--- src/rtl/canvas_pkg.sv ---
// Shared types and canvas geometry for the framebuffer arbiter slice.
package canvas_pkg;
    localparam int CANVAS_W     = 160;
    localparam int CANVAS_H     = 120;
    localparam int CANVAS_CELLS = CANVAS_W * CANVAS_H;
    localparam int ADDR_W       = 15;
    localparam int COLOR_W      = 4;

    typedef logic [ADDR_W-1:0]  canvas_addr_t;
    typedef logic [COLOR_W-1:0] color_t;

    typedef enum logic {IDLE = 1'b0, CLEAR = 1'b1} arb_state_t;

    typedef struct packed {
        canvas_addr_t addr;
        color_t       color;
    } draw_req_t;

    localparam canvas_addr_t LAST_CELL = canvas_addr_t'(CANVAS_CELLS - 1);

    function automatic logic in_canvas(input canvas_addr_t a);
        return a < canvas_addr_t'(CANVAS_CELLS);
    endfunction
endpackage

--- src/rtl/canvas_mem_arbiter_if.sv ---
// Requester and BRAM-side signals of the canvas arbiter; slave = arbiter view.
interface canvas_mem_arbiter_if;
    import canvas_pkg::*;

    logic         disp_req;
    canvas_addr_t disp_addr;
    color_t       disp_rdata;
    logic         disp_rvalid;
    logic         draw_valid;
    logic         draw_ready;
    canvas_addr_t draw_addr;
    color_t       draw_color;
    logic         clear_req;
    logic         clear_busy;
    logic         mem_en;
    logic         mem_we;
    canvas_addr_t mem_addr;
    color_t       mem_wdata;
    color_t       mem_rdata;

    modport slave (
        input  disp_req, disp_addr, draw_valid, draw_addr, draw_color, clear_req, mem_rdata,
        output disp_rdata, disp_rvalid, draw_ready, clear_busy, mem_en, mem_we, mem_addr, mem_wdata
    );

    modport master (
        output disp_req, disp_addr, draw_valid, draw_addr, draw_color, clear_req, mem_rdata,
        input  disp_rdata, disp_rvalid, draw_ready, clear_busy, mem_en, mem_we, mem_addr, mem_wdata
    );
endinterface

--- src/rtl/canvas_wr_fifo.sv ---
// Synchronous FIFO of paint-write requests with flush; DEPTH must be a power of 2, >= 2.
module canvas_wr_fifo
    import canvas_pkg::*;
#(
    parameter int DEPTH = 8
) (
    input  logic                     clk_i,
    input  logic                     rst_i,
    input  logic                     flush_i,
    input  logic                     push_i,
    input  logic                     pop_i,
    input  draw_req_t                din_i,
    output draw_req_t                dout_o,
    output logic                     full_o,
    output logic                     empty_o,
    output logic [$clog2(DEPTH):0]   count_o
);
    localparam int PTR_W = $clog2(DEPTH);
    localparam int CNT_W = PTR_W + 1;

    if (DEPTH < 2 || (DEPTH & (DEPTH - 1)) != 0) begin : g_bad_depth
        $error("canvas_wr_fifo: DEPTH must be a power of 2 and at least 2");
    end

    draw_req_t        mem_q [DEPTH];
    logic [PTR_W-1:0] wr_ptr_q, rd_ptr_q;
    logic [CNT_W-1:0] count_q;

    always_ff @(posedge clk_i) begin
        if (rst_i || flush_i) begin
            wr_ptr_q <= '0;
            rd_ptr_q <= '0;
            count_q  <= '0;
        end else begin
            if (push_i) wr_ptr_q <= wr_ptr_q + PTR_W'(1);
            if (pop_i)  rd_ptr_q <= rd_ptr_q + PTR_W'(1);
            unique case ({push_i, pop_i})
                2'b10:   count_q <= count_q + CNT_W'(1);
                2'b01:   count_q <= count_q - CNT_W'(1);
                default: ;
            endcase
        end
    end

    // Storage needs no reset; pointers define what is valid.
    always_ff @(posedge clk_i) begin
        if (push_i) mem_q[wr_ptr_q] <= din_i;
    end

    assign dout_o  = mem_q[rd_ptr_q];
    assign full_o  = (count_q == CNT_W'(DEPTH));
    assign empty_o = (count_q == '0);
    assign count_o = count_q;
endmodule

--- src/rtl/canvas_mem_arbiter.sv ---
// Framebuffer port arbiter: display reads > clear sweep > buffered paint writes.
// Optional CANVAS_ARB_STATS_EN adds saturating stall/drop counters.
module canvas_mem_arbiter
    import canvas_pkg::*;
#(
    parameter int     FIFO_DEPTH  = 8,
    parameter color_t CLEAR_COLOR = 4'h0
) (
    input logic                 pixel_clk_25,
    input logic                 reset,
    canvas_mem_arbiter_if.slave bus
`ifdef CANVAS_ARB_STATS_EN
    ,
    output logic [15:0]         stall_count,
    output logic [15:0]         drop_count
`endif
);
    localparam int CNT_W = $clog2(FIFO_DEPTH) + 1;

    arb_state_t   state_q, state_d;
    canvas_addr_t sweep_q, sweep_d;
    logic         rvalid_q;
    logic         disp_gnt, fifo_push, fifo_pop, fifo_flush;
    logic         fifo_full, fifo_empty;
    logic [CNT_W-1:0] fifo_count;
    draw_req_t    fifo_head, draw_in;
    logic         mem_en, mem_we;
    canvas_addr_t mem_addr;
    color_t       mem_wdata;

    assign draw_in        = '{addr: bus.draw_addr, color: bus.draw_color};
    assign bus.draw_ready = (state_q == IDLE) && !fifo_full && !reset;
    assign fifo_push      = bus.draw_valid && bus.draw_ready;

    canvas_wr_fifo #(.DEPTH(FIFO_DEPTH)) u_wr_fifo (
        .clk_i   (pixel_clk_25),
        .rst_i   (reset),
        .flush_i (fifo_flush),
        .push_i  (fifo_push),
        .pop_i   (fifo_pop),
        .din_i   (draw_in),
        .dout_o  (fifo_head),
        .full_o  (fifo_full),
        .empty_o (fifo_empty),
        .count_o (fifo_count)
    );

    // Memory port is driven straight from the grant; reset gates every access.
    always_comb begin
        state_d    = state_q;
        sweep_d    = sweep_q;
        disp_gnt   = 1'b0;
        fifo_pop   = 1'b0;
        fifo_flush = 1'b0;
        mem_en     = 1'b0;
        mem_we     = 1'b0;
        mem_addr   = '0;
        mem_wdata  = '0;
        if (!reset) begin
            if (bus.disp_req) begin
                disp_gnt = 1'b1;
                mem_en   = 1'b1;
                mem_addr = bus.disp_addr;
            end else if (state_q == CLEAR) begin
                mem_en    = 1'b1;
                mem_we    = 1'b1;
                mem_addr  = sweep_q;
                mem_wdata = CLEAR_COLOR;
                sweep_d   = sweep_q + canvas_addr_t'(1);
                if (sweep_q == LAST_CELL) state_d = IDLE;
            end else if (!fifo_empty) begin
                fifo_pop = 1'b1;
                if (in_canvas(fifo_head.addr)) begin
                    mem_en    = 1'b1;
                    mem_we    = 1'b1;
                    mem_addr  = fifo_head.addr;
                    mem_wdata = fifo_head.color;
                end
            end
            if (state_q == IDLE && bus.clear_req) begin
                state_d    = CLEAR;
                sweep_d    = '0;
                fifo_flush = 1'b1;
            end
        end
    end

    always_ff @(posedge pixel_clk_25) begin
        if (reset) begin
            state_q  <= IDLE;
            sweep_q  <= '0;
            rvalid_q <= 1'b0;
        end else begin
            state_q  <= state_d;
            sweep_q  <= sweep_d;
            rvalid_q <= disp_gnt;
        end
    end

    always_ff @(posedge pixel_clk_25) begin
        if (!reset) assert (fifo_count <= CNT_W'(FIFO_DEPTH));
    end

    assign bus.mem_en      = mem_en;
    assign bus.mem_we      = mem_we;
    assign bus.mem_addr    = mem_addr;
    assign bus.mem_wdata   = mem_wdata;
    assign bus.disp_rvalid = rvalid_q;
    assign bus.disp_rdata  = bus.mem_rdata;
    assign bus.clear_busy  = (state_q == CLEAR);

`ifdef CANVAS_ARB_STATS_EN
    logic [15:0] stall_q, drop_q;
    logic        drop_wr;

    assign drop_wr = fifo_pop && !in_canvas(fifo_head.addr);

    always_ff @(posedge pixel_clk_25) begin
        if (reset || fifo_flush) begin
            stall_q <= '0;
            drop_q  <= '0;
        end else begin
            if (bus.draw_valid && !bus.draw_ready && stall_q != 16'hFFFF) stall_q <= stall_q + 16'd1;
            if (drop_wr && drop_q != 16'hFFFF) drop_q <= drop_q + 16'd1;
        end
    end

    assign stall_count = stall_q;
    assign drop_count  = drop_q;
`endif
endmodule

--- src/flat_wrapper.sv ---
// flat-port wrapper written by rule: the top's interface ports become plain ports
module canvas_mem_arbiter_flat import canvas_pkg::*;
#(
    parameter int     FIFO_DEPTH  = 8,
    parameter color_t CLEAR_COLOR = 4'h0
)
  (pixel_clk_25, reset, bus_disp_req, bus_disp_addr, bus_draw_valid, bus_draw_addr, bus_draw_color, bus_clear_req, bus_mem_rdata, bus_disp_rdata, bus_disp_rvalid, bus_draw_ready, bus_clear_busy, bus_mem_en, bus_mem_we, bus_mem_addr, bus_mem_wdata);
  canvas_mem_arbiter_if bus_i ();
  input logic pixel_clk_25;
  input logic reset;
  input wire logic [$bits(bus_i.disp_req)-1:0] bus_disp_req;
  input wire logic [$bits(bus_i.disp_addr)-1:0] bus_disp_addr;
  input wire logic [$bits(bus_i.draw_valid)-1:0] bus_draw_valid;
  input wire logic [$bits(bus_i.draw_addr)-1:0] bus_draw_addr;
  input wire logic [$bits(bus_i.draw_color)-1:0] bus_draw_color;
  input wire logic [$bits(bus_i.clear_req)-1:0] bus_clear_req;
  input wire logic [$bits(bus_i.mem_rdata)-1:0] bus_mem_rdata;
  output wire logic [$bits(bus_i.disp_rdata)-1:0] bus_disp_rdata;
  output wire logic [$bits(bus_i.disp_rvalid)-1:0] bus_disp_rvalid;
  output wire logic [$bits(bus_i.draw_ready)-1:0] bus_draw_ready;
  output wire logic [$bits(bus_i.clear_busy)-1:0] bus_clear_busy;
  output wire logic [$bits(bus_i.mem_en)-1:0] bus_mem_en;
  output wire logic [$bits(bus_i.mem_we)-1:0] bus_mem_we;
  output wire logic [$bits(bus_i.mem_addr)-1:0] bus_mem_addr;
  output wire logic [$bits(bus_i.mem_wdata)-1:0] bus_mem_wdata;
  assign bus_i.disp_req = bus_disp_req;
  assign bus_i.disp_addr = bus_disp_addr;
  assign bus_i.draw_valid = bus_draw_valid;
  assign bus_i.draw_addr = bus_draw_addr;
  assign bus_i.draw_color = bus_draw_color;
  assign bus_i.clear_req = bus_clear_req;
  assign bus_i.mem_rdata = bus_mem_rdata;
  assign bus_disp_rdata = bus_i.disp_rdata;
  assign bus_disp_rvalid = bus_i.disp_rvalid;
  assign bus_draw_ready = bus_i.draw_ready;
  assign bus_clear_busy = bus_i.clear_busy;
  assign bus_mem_en = bus_i.mem_en;
  assign bus_mem_we = bus_i.mem_we;
  assign bus_mem_addr = bus_i.mem_addr;
  assign bus_mem_wdata = bus_i.mem_wdata;
  canvas_mem_arbiter #(.FIFO_DEPTH(FIFO_DEPTH), .CLEAR_COLOR(CLEAR_COLOR)) u_core (.pixel_clk_25(pixel_clk_25), .reset(reset), .bus(bus_i));
endmodule
--- config.mk ---
export PLATFORM = sky130hd
export DESIGN_NAME = canvas_mem_arbiter_flat
export DESIGN_NICKNAME = d
export VERILOG_FILES = /design/src/rtl/canvas_pkg.sv /design/src/rtl/canvas_mem_arbiter_if.sv /design/src/rtl/canvas_wr_fifo.sv /design/src/rtl/canvas_mem_arbiter.sv /design/src/flat_wrapper.sv
export SDC_FILE = /design/constraint.sdc
export NUM_CORES = 1
export LEC_CHECK = 0
export CORE_UTILIZATION = 51
export CTS_CLUSTER_DIAMETER = 30
export DETAILED_ROUTE_END_ITERATION = 12
export MAX_ROUTING_LAYER = met4
export PLACE_DENSITY = 0.87
export REMOVE_ABC_BUFFERS = 1
export SYNTH_ARGS = -nofsm -noshare
export SYNTH_HDL_FRONTEND = slang
export SYNTH_SLANG_ARGS = --single-unit
--- constraint.sdc ---
create_clock -name pixel_clk_25 -period 3 [get_ports pixel_clk_25]
set_clock_uncertainty 0.15 [all_clocks]
set_input_delay 0.45 -clock pixel_clk_25 [delete_from_list [all_inputs] [get_ports pixel_clk_25]]
set_output_delay 0.45 -clock pixel_clk_25 [all_outputs]
set_load 0.01 [all_outputs]
After elaboration in Yosys (flattened, before gate mapping)
Memories as Yosys holds them, arrays and structs flattened. A register that Yosys moved wholly into a read port is not among the register bits.
Cells that the tools add are included.
Word-level totals
  bits in read-only memories: 0
  bits in registers: 27
  RAM bits: 152
  input port bits: 43
  memories kept: 1
  latch bits: 0
Cells by class
  divide/modulo/power cells: 0
  $lt $le $gt $ge: 1
  $add $sub $neg: 5
  $mul: 0
  reduce and logical (&&, ||, !) cells: 11
  muxes and demuxes: 33
  equal/unequal tests: 5
  bitwise operators: 2
  shift operators: 0
Memories
  u_core.u_wr_fifo.mem_q: depth 8, bits a word 19, rd ports 1, clocked after memory_dff 1, wr ports 1, RTL line canvas_wr_fifo.sv:25  | draw_req_t mem_q [DEPTH];
Operators with widths (number)
  $mux W15: 5
  $mux W1: 20
  $mux W4: 5
  $add A15 B1 Y15 const B: 1
  $eq A15 B15 Y1 const B: 1
  $lt A15 B15 Y1 const B: 1
  $pmux W4 S2: 1
  $add A3 B1 Y3 const B: 2
  $mux W3: 2
  $add A4 B1 Y4 const B: 1
  $eq A4 B4 Y1 const B: 1
  $logic_and A1 B1 Y1: 4
  $logic_not A4 Y1: 1
  $sub A4 B1 Y4 const B: 1
  $eq A2 B1 Y1 const B: 1
  $eq A2 B2 Y1 const B: 1
  $logic_not A1 Y1: 2
  $ne A2 B1 Y1 const B: 1
  $not A1 Y1: 2
  $reduce_and A2 Y1: 1
  $reduce_bool A2 Y1: 1
  $reduce_or A2 Y1: 1
  $logic_or A1 B1 Y1: 1

Depth between registers and ports, before layout
Gate-level depths: netlist of the first run.
  depth after elaboration: 7
  mapped depth: 12

Hierarchy
Synthesis of the first run repeated with hierarchy kept, for this count alone.
Unflattened totals
  cells, all modules: 477
  area, all modules: 7820.0 um^2
By module, submodules not included
  canvas_wr_fifo: cells an instance 293, area an instance 6462.4 um^2, instances 1, seq. area each 4824.6 um^2
  canvas_mem_arbiter: cells an instance 184, area an instance 1357.6 um^2, instances 1, seq. area each 340.3 um^2

Worst setup path after synthesis of the first run
Ideal clock, no wire load.
  path type: register to register
  start point: reg u_core.state_q (netlist: u_core.bus.clear_busy)
  end point: mem u_core.u_wr_fifo.mem_q[0][0] (netlist name), enable pin
  required time: 2431 ps
  setup slack: -484 ps
  arrival time: 2915 ps
  stages on the path, launching flop included: 6
  library setup time: 419 ps
  path through: dfxtp_1 > clkbuf_1 > a211oi_1 > nand2_1 > or2_1 > nor3_1
On the way
  cells in the longest elaborated chain, start to end: 6
Ends and longest elaborated chain
  from (decl): RTL line canvas_mem_arbiter.sv:20  | arb_state_t state_q, state_d;
  from (signal assigned): RTL line canvas_mem_arbiter.sv:94  | state_q <= state_d;
  $not A1 Y1: RTL line canvas_mem_arbiter.sv:32  | assign bus.draw_ready = (state_q == IDLE) && !fifo_full && !reset;
  $logic_and A1 B1 Y1 (2 in series): RTL line canvas_mem_arbiter.sv:32
  named net bus_draw_ready: RTL line flat_wrapper.sv:20  | output wire logic [$bits(bus_i.draw_ready)-1:0] bus_draw_ready;
  $logic_and A1 B1 Y1: RTL line canvas_mem_arbiter.sv:33  | assign fifo_push = bus.draw_valid && bus.draw_ready;
  $mux W1: RTL line canvas_wr_fifo.sv:47  | if (push_i) mem_q[wr_ptr_q] <= din_i;
  $mux W1 (not written as such): RTL line canvas_wr_fifo.sv:47
  to (decl): RTL line canvas_wr_fifo.sv:25
The timed path passes the listed nets, and every way through them passes these cells.

==> results of run 1 <==
[cells in the mapped netlist (all sizes together)]
library cell / number
nand2: 27
or2: 2
nor4: 3
xor2: 12
mux4: 38
inv: 8
a22oi: 1
or3: 2
buf: 20
nor2b: 1
ha: 6
xnor2: 8
and4: 1
nor3: 13
fa: 1
a221oi: 1
nor2: 47
dfxtp: 30
and2: 1
mux2i: 20
o22ai: 2
o32ai: 13
a211oi: 1
o211ai: 2
a21oi: 23
o21ai: 2
nand2b: 3
and3: 1
edfxtp: 152
or4bb: 1
a21o: 3
nand4: 4
clkbuf: 8
nand3: 5
and4b: 1
o21a: 1
[metrics by stage]
step | utilization (%) | std cells | hold slack (ps)
after floorplan | - | 436 | 304
after global placement | 60.6 | 739 | 318
after detailed placement | 60.6 | 739 | 326
after CTS | 65.3 | 773 | 341
after global routing | 66.0 | 778 | 396
final | 66.0 | 778 | 383
[worst max path at each step]
stage / startpoint / endpoint / slack, ps
CTS: flop / bus_mem_wdata[0] / -230
finish: flop / bus_mem_addr[2] / -170
global route: flop / bus_mem_addr[5] / -280
global placement: flop / bus_mem_wdata[1] / -260
floorplan: flop / bus_mem_addr[1] / -1030
detailed placement: bus_disp_req / u_core.u_wr_fifo.count_o[3] / -270
[what timing repair did]
action,in CTS,in global routing
pin swaps,3,2
setup endpoints to repair,21,22
buffers inserted,2,4
gates cloned,0,1
resized for setup,102,16
[metal layers]
metal / up-vias / part of all wire [%] / track usage [%]
li1: 2044 / - / -
met4: 0 / 3.4 / 11.2
met2: 217 / 52 / 41.0
met1: 2323 / 38 / 27.7
met3: 63 / 6.6 / 6.00
met5: - / 0 / -
[flip-flops by register name, summed over array words and instances (netlist names), named ones only]
signal / flops
u_core.bus.clear_busy: 1
u_core.bus.disp_rvalid: 1
u_core.u_wr_fifo.wr_ptr_q: 3
u_core.u_wr_fifo.rd_ptr_q: 3
u_core.u_wr_fifo.count_o: 4
u_core.u_wr_fifo.mem_q: 152
u_core.sweep_q: 15
[power by group]
group / internal (uW) / switching [uW] / total (uW)
combinational: 139 / 151 / 290
sequential: 2750 / 10.1 / 2760
clock: 1250 / 992 / 2240
[area by class of cell]
class	count	area (um2)	area share, %
clock inverters	15	169	1.77
inverters	8	30.0	0.314
well taps	184	230	2.41
multi-input cells	246	2410	25.3
repair buffers	126	1120	11.7
flip-flops and latches	182	5170	54.1
clock buffers	17	425	4.45
[cell usage in the layout (no fill, tap or decap), types with 5 or more instances in the layout]
cell type,netlist,final
mux2i_1,20,15
nor3_1,13,7
nand2_1,27,27
inv_6,0,5
nand3_1,5,5
clkdlybuf4s50_1,0,41
buf_12,0,8
o32ai_2,5,13
ha_1,6,6
a21oi_1,23,23
buf_4,4,54
xnor2_1,8,8
xor2_1,12,12
dfxtp_1,30,29
buf_2,5,19
inv_1,7,7
clkbuf_16,0,18
edfxtp_1,152,152
mux4_2,38,38
nor2_1,47,47
mux2i_4,0,5
[logic make-up after synthesis]
family                   count (synthesis)  synth area share [%]
buffers and inverters                   36                  2.47
AND/OR/NAND/NOR                        112                  6.68
adder cells (fa/ha/maj)                  7                  1.26
AO/OA/AOI/OAI                           49                  4.81
flip-flops                             182                  68.5
multiplexers                            58                  14.0
XOR/XNOR                                20                  2.32
[worst max-delay path: cells and delay by family, from the launching register on]
| kind | cells | cell delay (ps) |
|---|---|---|
| flip-flops | 1 | 390 |
| AO/OA/AOI/OAI | 3 | 490 |
| multiplexers | 2 | 760 |
| buffers and inverters | 3 | 470 |
==> results.md, run 1 <==
* Die height at ~120 um
* #FFs+latches synth at between 150 and 200
* Design Power at 5290 uW
* Clk pin slew, worst setup/hold paths at ~70 ps
* I/O pin total at a little over 70
* H-tree depth at 4
* Area after DPL at roughly 0.0088 mm2
* Max-Cap Viols at 0
* R2R cell count at 12
* Largest area contributor in the netlist: edfxtp_1
* Diode count at 0
* Core Area at 0.0145 mm2
* Slowest CP cell: mux4_2
* Hold Path Class: reg2reg
* Row cnt at between 40 and 50
* GRT Total Usage at 24.4%
* Drt pass-1 iters at 5
* Via count at approximately 4.6k
* Fill count at approximately 930
* Clock tree buffer depth at 2
* CP Data Required Time at ~2400 ps
* Area share of the largest cell type after synthesis at 60.5%
* PwrDens at 554 mW/mm2
* Outcome: complete, but fails checks
* RSZ-0062 raised after global routing: yes
* DRC errors left at 0
* Starting Density at between 50% and 60%
* Fmax at around 320 MHz
* CP arrival at between 2000 and 3000 ps
* Min Tclk post-route at approximately 3200 ps
* # hold bufs at CTS at 0
* Top post-synthesis cells by area: edfxtp_1 60%, mux4_2 11%, dfxtp_1 8.0%, mux2i_1 2.7%, nor2_1 2.3%
* Initial antenna violation count at 0
* Num Clock Sinks at 182
* Post-DP HPWL at around 11000 um
* Register area share after synthesis at 68.5%
* Setup TNS at -2700 ps
* Nets@finish at roughly 630
* Final max-slew violation count at 0
* Failing checks: negative setup slack
* Critical Path, Cell by Cell: buf_12 -> mux4_2 -> mux2i_4 -> a21o_2 -> o21ai_2 -> buf_12 -> o32ai_2 -> buf_2
* Mapped Avg Cell Area at between 15 and 20 um2
* Area Overhead vs Synth at 26.6%
* Final wirelength at ~17000 um
* Tcrit/Tclk final at 106%
* First-pass GRT wire length at approximately 26000 um
* Worst Setup End Kind: output pin
* FF-to-FF Start: u_core.u_wr_fifo.count_o[2]
* Worst skew pair latency at around 430 ps
* Layout cell share with drive strength beyond 1 at a little under a third
* Die footprint at ~0.015 mm2
* Worst vdd ir at 548 uV
* Vias per cell at ~6
* Leakage power at approximately 0.0032 uW
* Port-buffer cells at 62
* Max-slew headroom at 67.2%
* CP Launch Type: flop
* Total grt overflow at 0
* Hold depth at 2
* Final Worst Setup Slack at -174 ps
* Largest net degree at the start of global routing at 37
* Final ANT Viol Nets at 0
* Drt wl/cell at 22.3 um
* CP max FO at 13
* Crit-path most repeated cell: buf_12
* Die X at about 120 um
* Worst hold start: u_core.u_wr_fifo.wr_ptr_q[0]
* CTS Buf Count at 17
* Yosys warnings at 0
* Largest incremental delay on the critical path at approximately 540 ps
* Critical path class: reg2out
* CTS tree: built
* Hold Path Sink: u_core.u_wr_fifo.wr_ptr_q[0]
* Worst slew pin tran at 488 ps
* Final setup violation count at 19
* DP Worst Slack at -269 ps
* Final GP Congestion at ~0.85
* Endpoint of the worst-slack reg-to-reg timing path: u_core.u_wr_fifo.count_o[3]
* Cells after synthesis at about 460
* Yosys cell types at between 40 and 50
* DRT iter0 DRCs at 237
* Number of global-route vias before repair at around 4.7k
* Cell area after layout at ~0.0096 mm2
* Final Hold Viols at 0
* Mapped Area at between 0.007 and 0.008 mm2
* R2R Setup Slk at ~90 ps
* Root Driver: clkbuf_16
Note: power is estimated with default switching activity, not from simulation.
==> run 2, diff against run 1 <==
--- a/config.mk
+++ b/config.mk
@@ -7,6 +7,7 @@
 export LEC_CHECK = 0
 export CORE_UTILIZATION = 51
 export CTS_CLUSTER_DIAMETER = 30
+export CTS_CLUSTER_SIZE = 28
 export DETAILED_ROUTE_END_ITERATION = 12
 export MAX_ROUTING_LAYER = met4
 export PLACE_DENSITY = 0.87
==> results of run 2 <==
No change in the layout: final DEF, timing and power equal those of run 1.
